==> config.mk <==
export PLATFORM = sky130hd
export DESIGN_NAME = instr_fetch
export DESIGN_NICKNAME = d
export VERILOG_FILES = /design/src/rtl/cpu_defs.sv /design/src/rtl/fetch_watchdog.sv /design/src/rtl/instr_fetch.sv
export SDC_FILE = /design/constraint.sdc
export NUM_CORES = 1
export LEC_CHECK = 0
export BUFFER_PORTS_ARGS = -buffer_cell sky130_fd_sc_hd__buf_2
export CAP_MARGIN = 5
export CELL_PAD_IN_SITES_DETAIL_PLACEMENT = 1
export CELL_PAD_IN_SITES_GLOBAL_PLACEMENT = 1
export CORE_MARGIN = 4
export CORE_UTILIZATION = 31
export CTS_CLUSTER_DIAMETER = 100
export CTS_CLUSTER_SIZE = 16
export DETAILED_ROUTE_END_ITERATION = 6
export GPL_TIMING_DRIVEN = 0
export MAX_ROUTING_LAYER = met4
export PLACE_DENSITY = 0.84
export SYNTH_ARGS = -nofsm -noshare
export SYNTH_HDL_FRONTEND = slang
export SYNTH_SLANG_ARGS = --single-unit
export TNS_END_PERCENT = 100
==> constraint.sdc <==
create_clock -name clk -period 2.4 [get_ports clk]
set_input_delay 0.24 -clock clk [delete_from_list [all_inputs] [get_ports clk]]
set_output_delay 0.24 -clock clk [all_outputs]
set_load 0.005 [all_outputs]
==> src/rtl/cpu_defs.sv <==
// Shared CPU definitions: bus widths, instruction-register field positions, fetch FSM encoding.
// Pure declarations; no timing or backpressure.
package cpu_defs;

  localparam int ADDR_W       = 12;
  localparam int DATA_W       = 16;
  localparam int MAX_WAIT_DEF = 15;

  localparam int IR_I_BIT    = 15;
  localparam int IR_OPC_HI   = 14;
  localparam int IR_OPC_LO   = 12;
  localparam int IR_AFLD_HI  = 11;
  localparam int IR_AFLD_LO  = 0;

  localparam logic [1:0] FS_IDLE  = 2'd0;
  localparam logic [1:0] FS_READ  = 2'd1;
  localparam logic [1:0] FS_DRAIN = 2'd2;
  localparam logic [1:0] FS_HOLD  = 2'd3;

  typedef enum logic [1:0] {
    S_IDLE  = FS_IDLE,
    S_READ  = FS_READ,
    S_DRAIN = FS_DRAIN,
    S_HOLD  = FS_HOLD
  } fetch_state_e;

endpackage

==> src/rtl/fetch_watchdog.sv <==
// Counts cycles a memory read has been outstanding; timeout_o flags the last permitted cycle.
// Combinational timeout from registered count; clr_i has priority over en_i.
module fetch_watchdog #(
  parameter int MAX_WAIT = 15
) (
  input  logic clk,
  input  logic REST_N,
  input  logic clr_i,
  input  logic en_i,
  output logic timeout_o
);

  localparam int CNT_W = $clog2(MAX_WAIT + 1);

  logic [CNT_W-1:0] cnt_q, cnt_d;

  // cnt_q equals cycles already waited, so MAX_WAIT-1 marks the MAX_WAIT-th waiting cycle.
  assign timeout_o = en_i && (cnt_q == CNT_W'(MAX_WAIT - 1));

  always_comb begin
    cnt_d = cnt_q;
    if (clr_i) begin
      cnt_d = '0;
    end else if (en_i && !timeout_o) begin
      cnt_d = cnt_q + CNT_W'(1);
    end
  end

  always_ff @(posedge clk or negedge REST_N) begin
    if (!REST_N) begin
      cnt_q <= '0;
    end else begin
      cnt_q <= cnt_d;
    end
  end

endmodule

==> src/rtl/instr_fetch.sv <==
// Fetch stage: PC address -> shared-bus read -> IR with valid/taken handshake, PC_EN pulse on capture.
// MEM_RD one cycle after FETCH_REQ; IR_VALID/PC_EN the cycle after MEM_ACK; stalls on MEM_BUSY/IR_VALID.
module instr_fetch
  import cpu_defs::*;
#(
  parameter int ADDR_W   = cpu_defs::ADDR_W,
  parameter int DATA_W   = cpu_defs::DATA_W,
  parameter int MAX_WAIT = cpu_defs::MAX_WAIT_DEF
) (
  input  logic              clk,
  input  logic              REST_N,
  input  logic [ADDR_W-1:0] PC_ADDR,
  output logic              PC_EN,
  input  logic              FETCH_REQ,
  input  logic              FLUSH,
  input  logic              MEM_BUSY,
  output logic              MEM_RD,
  output logic [ADDR_W-1:0] MEM_ADDR,
  input  logic              MEM_ACK,
  input  logic [DATA_W-1:0] MEM_RDATA,
  output logic [DATA_W-1:0] IR_OUT,
  output logic              IR_I,
  output logic [2:0]        IR_OPC,
  output logic [11:0]       IR_AFLD,
  output logic              IR_VALID,
  input  logic              IR_TAKEN,
  output logic              BUS_ERR
);

  fetch_state_e      state_q, state_d;
  logic              mem_rd_q, mem_rd_d;
  logic [ADDR_W-1:0] mem_addr_q, mem_addr_d;
  logic [DATA_W-1:0] ir_q, ir_d;
  logic              ir_vld_q, ir_vld_d;
  logic              pc_en_q, pc_en_d;
  logic              bus_err_q, bus_err_d;
  logic              wd_clr, wd_en, wd_timeout;

  assign wd_en = (state_q == S_READ) || (state_q == S_DRAIN);

  fetch_watchdog #(
    .MAX_WAIT (MAX_WAIT)
  ) u_watchdog (
    .clk       (clk),
    .REST_N    (REST_N),
    .clr_i     (wd_clr),
    .en_i      (wd_en),
    .timeout_o (wd_timeout)
  );

  always_comb begin
    state_d    = state_q;
    mem_rd_d   = mem_rd_q;
    mem_addr_d = mem_addr_q;
    ir_d       = ir_q;
    ir_vld_d   = ir_vld_q;
    pc_en_d    = 1'b0;
    bus_err_d  = bus_err_q;
    wd_clr     = 1'b0;
    case (state_q)
      S_IDLE: begin
        if (FETCH_REQ && !MEM_BUSY && !FLUSH && !bus_err_q) begin
          mem_addr_d = PC_ADDR;
          mem_rd_d   = 1'b1;
          state_d    = S_READ;
        end
      end
      S_READ: begin
        // An ACK in the final permitted cycle still counts as in time.
        if (MEM_ACK) begin
          mem_rd_d = 1'b0;
          if (!FLUSH) begin
            ir_d     = MEM_RDATA;
            ir_vld_d = 1'b1;
            pc_en_d  = 1'b1;
            state_d  = S_HOLD;
          end else begin
            state_d = S_IDLE;
          end
        end else if (wd_timeout) begin
          bus_err_d = 1'b1;
          mem_rd_d  = 1'b0;
          state_d   = S_IDLE;
        end else if (FLUSH) begin
          state_d = S_DRAIN;
        end
      end
      S_DRAIN: begin
        if (MEM_ACK) begin
          mem_rd_d = 1'b0;
          state_d  = S_IDLE;
        end else if (wd_timeout) begin
          bus_err_d = 1'b1;
          mem_rd_d  = 1'b0;
          state_d   = S_IDLE;
        end
      end
      S_HOLD: begin
        if (FLUSH || IR_TAKEN) begin
          ir_vld_d = 1'b0;
          state_d  = S_IDLE;
        end
      end
      default: state_d = S_IDLE;
    endcase
    wd_clr = (state_d != state_q) && ((state_d == S_READ) || (state_d == S_DRAIN));
  end

  always_ff @(posedge clk or negedge REST_N) begin
    if (!REST_N) begin
      state_q    <= S_IDLE;
      mem_rd_q   <= 1'b0;
      mem_addr_q <= '0;
      ir_q       <= '0;
      ir_vld_q   <= 1'b0;
      pc_en_q    <= 1'b0;
      bus_err_q  <= 1'b0;
    end else begin
      state_q    <= state_d;
      mem_rd_q   <= mem_rd_d;
      mem_addr_q <= mem_addr_d;
      ir_q       <= ir_d;
      ir_vld_q   <= ir_vld_d;
      pc_en_q    <= pc_en_d;
      bus_err_q  <= bus_err_d;
    end
  end

  // A branch load in the capture cycle must win over the increment.
  assign PC_EN    = pc_en_q & ~FLUSH;
  assign MEM_RD   = mem_rd_q;
  assign MEM_ADDR = mem_addr_q;
  assign IR_OUT   = ir_q;
  assign IR_VALID = ir_vld_q;
  assign BUS_ERR  = bus_err_q;
  assign IR_I     = ir_q[IR_I_BIT];
  assign IR_OPC   = ir_q[IR_OPC_HI:IR_OPC_LO];
  assign IR_AFLD  = ir_q[IR_AFLD_HI:IR_AFLD_LO];

endmodule
# Word-level counts from Yosys, hierarchy flattened
# Index checks and enable logic that the tools add are counted.
totals:
  regBits: 38
classes:
  n_bitwise: 3
  reduce_logical: 23
  add_sub_neg: 1
  eq_ne: 12
  muxes: 22
op_table:
  columns: ["cell", "n"]
  rows:
  - ["$mux W2", 8]
  - ["$mux W1", 9]
  - ["$reduce_and A3 Y1", 3]
  - ["$mux W4", 2]
  - ["$ne A2 B2 Y1 const B", 4]
  - ["$pmux W2 S4", 1]
  - ["$eq A2 B2 Y1 const B", 3]
  - ["$logic_and A1 B1 Y1", 6]
  - ["$reduce_bool A2 Y1", 3]
  - ["$add A4 B1 Y4 const B", 1]
  - ["$eq A2 B1 Y1 const B", 2]
  - ["$eq A4 B4 Y1 const B", 1]
  - ["$logic_not A1 Y1", 4]
  - ["$pmux W1 S2", 2]
  - ["$reduce_and A4 Y1", 1]
  - ["$logic_or A1 B1 Y1", 3]
  - ["$ne A3 B1 Y1 const B", 1]
  - ["$logic_not A2 Y1", 1]
  - ["$ne A2 B2 Y1", 1]
  - ["$not A1 Y1", 2]
  - ["$reduce_and A2 Y1", 1]
  - ["$reduce_or A2 Y1", 1]
  - ["$and A1 B1 Y1", 1]

# Depth between registers and ports, before layout
depth:
  ltp_word: 10
  ltp_mapped: 10
  mapped_depth_nobuf: 9

# Hierarchy
# Synthesis repeated with hierarchy kept, for this count alone.
hier_totals:
  cells_unflattened: 181
  area_unflattened_um2: 1920.6
modules_own_cells:
  columns: ["module", "cells_per_inst", "seq_area_each_um2", "area_per_inst_um2", "instances"]
  rows:
  - ["instr_fetch", 157, 850.8, 1666.6, 1]
  - ["fetch_watchdog", 24, 100.1, 254.0, 1]

# Worst setup path before layout
# No wires, ideal clock.
synth_timing:
  path_type: "flip-flop to flip-flop"
  startpoint: "reg state_q[0]"
  endpoint: "reg u_watchdog.cnt_q[2]"
  stages_incl_launch_ff: 8
  period_less_slack_ps: 2364
  setup_ps: 138
  arrival_time_ps: 2225
  path_buffers: 0
  slack_ps: 36
  path_cell_list: "dfrtp_1 > inv_1 > ha_1 > and4_4 > or4_4 > a2111o_1 > nand3_1 > o22ai_1"
synth_via:
  elab_chain_len: 10
synth_lines:
  columns: ["item", "line", "text"]
  rows:
  - ["from (decl)", "instr_fetch.sv:30", "fetch_state_e state_q, state_d;"]
  - ["from (signal assigned)", "instr_fetch.sv:119", "state_q <= state_d;"]
  - ["$eq A2 B1 Y1 / $eq A2 B2 Y1 (equally long branches)", "instr_fetch.sv:39, instr_fetch.sv:60", null]
  - ["$logic_or A1 B1 Y1", "instr_fetch.sv:39", "assign wd_en = (state_q == S_READ) || (state_q == S_DRAIN);"]
  - ["$logic_and A1 B1 Y1", "fetch_watchdog.sv:18", "assign timeout_o = en_i && (cnt_q == CNT_W'(MAX_WAIT - 1));"]
  - ["$mux W2, on equally long branches", "instr_fetch.sv:92, instr_fetch.sv:80", null]
  - ["$mux W2, on equally long branches", "instr_fetch.sv:89, instr_fetch.sv:70", null]
  - ["$pmux W2 S4", "instr_fetch.sv:60", "case (state_q)"]
  - ["$eq A2 B1 Y1 / $eq A2 B2 Y1 (equally long branches)", "instr_fetch.sv:106", "wd_clr = (state_d != state_q) && ((state_d == S_READ) || (state_d == S_DRAIN));"]
  - ["$logic_or A1 B1 Y1", "instr_fetch.sv:106", null]
  - ["$logic_and A1 B1 Y1", "instr_fetch.sv:106", null]
  - ["$mux W4 / $reduce_bool A2 Y1 (equally long branches)", null, null]
  - ["to (signal assigned)", "fetch_watchdog.sv:33", "cnt_q <= cnt_d;"]
  - ["to (decl)", "fetch_watchdog.sv:15", "logic [CNT_W-1:0] cnt_q, cnt_d;"]
# Several ways; a longest one is shown, not always the timed one.
# A chain may end at the register's enable or synchronous reset.

# Worst setup path after layout
layout_timing:
  startpoint: "reg state_q[1]"
  endpoint: "reg u_watchdog.cnt_q[2]"
# Same word-level chain as after synthesis.

==> summary.md <==
| Metric | Value |
|---|---|
| Outcome | complete, no violations |
| Drt initial violations | 61 |
| Cell area after layout | 2606 um^2 |
| Tightest Pin Transition | just under 900 ps |
| Clock latency on the worst-skew pair | 290 ps |
| CP Data Required Time | approximately 2600 ps |
| Die Area | 7483 um^2 |
| CP Capture Type | flop |
| Mapped Nets | 237 |
| DRC | 0 |
| Final Util | a little over two fifths |
| Routability cong. | between 0.7 and 0.8 |
| Yosys cell types | 36 |
| GRT Overall Usage | between 10 and 15% |
| Max Slew Vio Count | 0 |
| Num ports | 83 |
| Core ar. | between 5000 and 6000 um^2 |
| Layout cell share with drive strength beyond 1 | 47.55% |
| GRT overflow | 0 |
| Deepest clock path buffer count | 2 |
| Sink Count | 38 |
| First-pass GRT wire length | 8.121 mm |
| CP max stage cell | or4_4 |
| IO buf count | around 80 |
| Sequential area share after synthesis | about half |
| Critical path buffers and inverters | 1 |
| RSZ-0062 raised after global routing | no |
| Drt wl/cell | 14.07 um |
| DRT Pass-1 Iters | 5 |
| Min-delay worst type | input port to async pin |
| N_diodes | 0 |
| CP startpoint | state_q[1] |
| Yosys warns | 0 |
| Total Wirelength | 5.079 mm |
| Startpoint Class | flop |
| Tcrit/Tclk final | around 96% |
| Final #Nets | 328 |
| VDD IR max | roughly 0.00042 V |
| # hold bufs at CTS | 0 |
| Flops & latches, synth | 38 |
| Slowest stage delay, CP | about 520 ps |
| PwrDens | ~1300 nW/um^2 |
| Max Freq | about 440 MHz |
| Post-Syn Instances | 194 |
| Final min period | roughly 2300 ps |
| FF-to-FF Start | state_q[1] |
| Final number of hold-violating endpoints | 0 |
| Die H | 86.51 um |
| CP arrival | 2450 ps |
| Number of CTS-inserted buffers | 5 |
| Mapped Area | between 1500 and 2000 um^2 |
| Root Buffer | clkbuf_8 |
| Mapped Avg Cell Area | 9.848 um^2 |
| CP Cell Sequence | inv_1 -> ha_4 -> and4_4 -> or4_4 -> a2111o_1 -> nand3_1 -> o22ai_1 |
| CP Class | flop to flop |
| DR vias/cell | roughly 4.6 |
| Vias in the first global route | about 1.8k |
| Post-synth EDFFs | 0 |
| Total number of vias | between 1.5k and 2k |
| CTS HTree Levels | 2 |
| Final ANT Viol Nets | 0 |
| Top_reg_cell synth | dfrtp_1 |
| Worst clock skew | about 7.6 ps |
| Slew HR | 42.13% |
| Post-DP HPWL | 3.863 mm |
| Total of max-cap violations | 0 |
| Crit-path leading delay family | simple AND/OR/NAND/NOR gates |
| Die Wd | 86.51 um |
| CTS tree | built |
| Finish-stage setup viols | 0 |
| Final total power | 3.381 mW |
| Area Growth Syn to Fin | 36.41% |
| Worst-path clk slew | roughly 70 ps |
| Worst Path Max Fanout | 7 |
| Largest net degree at the start of global routing | 39 |
| Cell row count | 28 |
| Static leakage | ~1.4 nW |
| Initial antenna violation count | 0 |
| FFs w/ async S/R, synth | 100.0% |
| Post-DP Area | between 2000 and 2500 um^2 |
| Starting density of the core | about a third |
## kinds of logic (layout without fill, tap and decap cells)
kind of cell / count (synthesis) / count (layout) / share of synthesized area (%)
muxes: 14 / 14 / 8.121
AOI/OAI and AO/OA: 20 / 20 / 7.466
adders and majority gates: 8 / 8 / 5.239
xor gates and xnor gates: 1 / 1 / 0.4585
DFF: 38 / 38 / 49.77
and+or+nand+nor: 86 / 86 / 20.11
buffers and inverters: 27 / 119 / 8.841
## per-layer routing
| layer | global-route usage, % | vias up | wire length, um | part of all wire, % |
|---|---|---|---|---|
| met5 | - | - | 0 | 0 |
| met2 | 25.17 | 47 | 2659 | 52 |
| met4 | 3.258 | 0 | 42 | 0.83 |
| li1 | - | 811 | - | - |
| met3 | 3.707 | 6 | 316 | 6.2 |
| met1 | 15.70 | 806 | 2060 | 41 |
## worst reg2reg max path: stages (launching register included)
cell	delay, ps
dfrtp_2	410
inv_1	130
ha_4	240
and4_4	210
or4_4	520
a2111o_1	450
nand3_1	110
o22ai_1	100
## placed cells by master (no fill, tap or decap), types with 2 or more instances in the layout
| cell | n |
|---|---|
| nand2_1 | 60 |
| o21ai_0 | 2 |
| dfrtp_2 | 2 |
| a21oi_1 | 7 |
| o22ai_1 | 3 |
| buf_4 | 18 |
| inv_4 | 2 |
| clkbuf_1 | 2 |
| nor2_1 | 6 |
| bufinv_16 | 2 |
| nand2b_1 | 3 |
| inv_1 | 5 |
| dfrtp_1 | 36 |
| nand3_1 | 6 |
| buf_2 | 82 |
| mux2_2 | 12 |
| mux2i_1 | 2 |
| or2_2 | 2 |
| ha_1 | 6 |
| clkbuf_8 | 6 |
## repair_timing
| action | 4_1_cts | 5_1_grt |
|---|---|---|
| endpoints found under the setup margin | 4 | 4 |
| pin swaps | 1 | 1 |
| setup buffers | 2 | 0 |
| resized for setup | 7 | 2 |
## stage by stage
stage	std cells	setup slack [ps]	hold slack (ps)	TNS [ps]
after floorplan	194	36.39	-55.59	0
after global placement	351	-248.7	408.9	-959.3
after detailed placement	351	-265.8	410.9	-975.1
after CTS	361	58.16	95.41	0
after global routing	361	26.85	132.6	0
final	361	102.7	62.35	0
## sequential cells by signal, summed over array words and instances (netlist names)
| register | cells |
|---|---|
| BUS_ERR | 1 |
| IR_VALID | 1 |
| state_q | 2 |
| pc_en_q | 1 |
| u_watchdog.cnt_q | 4 |
| IR_OUT | 16 |
| MEM_ADDR | 12 |
| MEM_RD | 1 |
## Yosys cell counts, types with 2 or more instances
cell / instances / area [um^2]
dfrtp_1: 38 / 950.9
inv_1: 6 / 22.52
nand2b_1: 3 / 18.77
mux2_2: 12 / 135.1
buf_4: 16 / 120.1
nor2_1: 6 / 22.52
or2_2: 2 / 12.51
nand2_1: 60 / 225.2
ha_1: 8 / 100.1
nand3_1: 6 / 30.03
o21ai_0: 2 / 10.01
clkbuf_1: 2 / 7.510
mux2i_1: 2 / 20.02
a21oi_1: 7 / 35.03
o22ai_1: 3 / 18.77
## area by class of cell
class | count | area [um^2]
fill | 725 | 3349
sequential | 38 | 953.4
multi-input combinational | 129 | 817.0
timing repair buffer | 84 | 425.4
buffer | 20 | 142.6
tap | 75 | 93.84
clock buffer | 6 | 82.58
clock inverter | 2 | 60.06
inverter | 7 | 31.28
## report_power, final
group,switching [mW],internal [mW]
clock network,0.223,0.443
logic,0.752,0.817
registers,0.209,0.937
## final timing paths
kind	endpoint	slack [ps]	cells after the start
max in group asynchronous	state_q[1]	1740	1
worst min-delay path	BUS_ERR	60	1
worst max register to register	u_watchdog.cnt_q[2]	100	7
worst min register to register	MEM_ADDR[11]	510	1
worst max-delay path	u_watchdog.cnt_q[2]	100	7
min in group clk	IR_OUT[6]	140	3
Note: power is estimated with default switching activity, not from simulation.
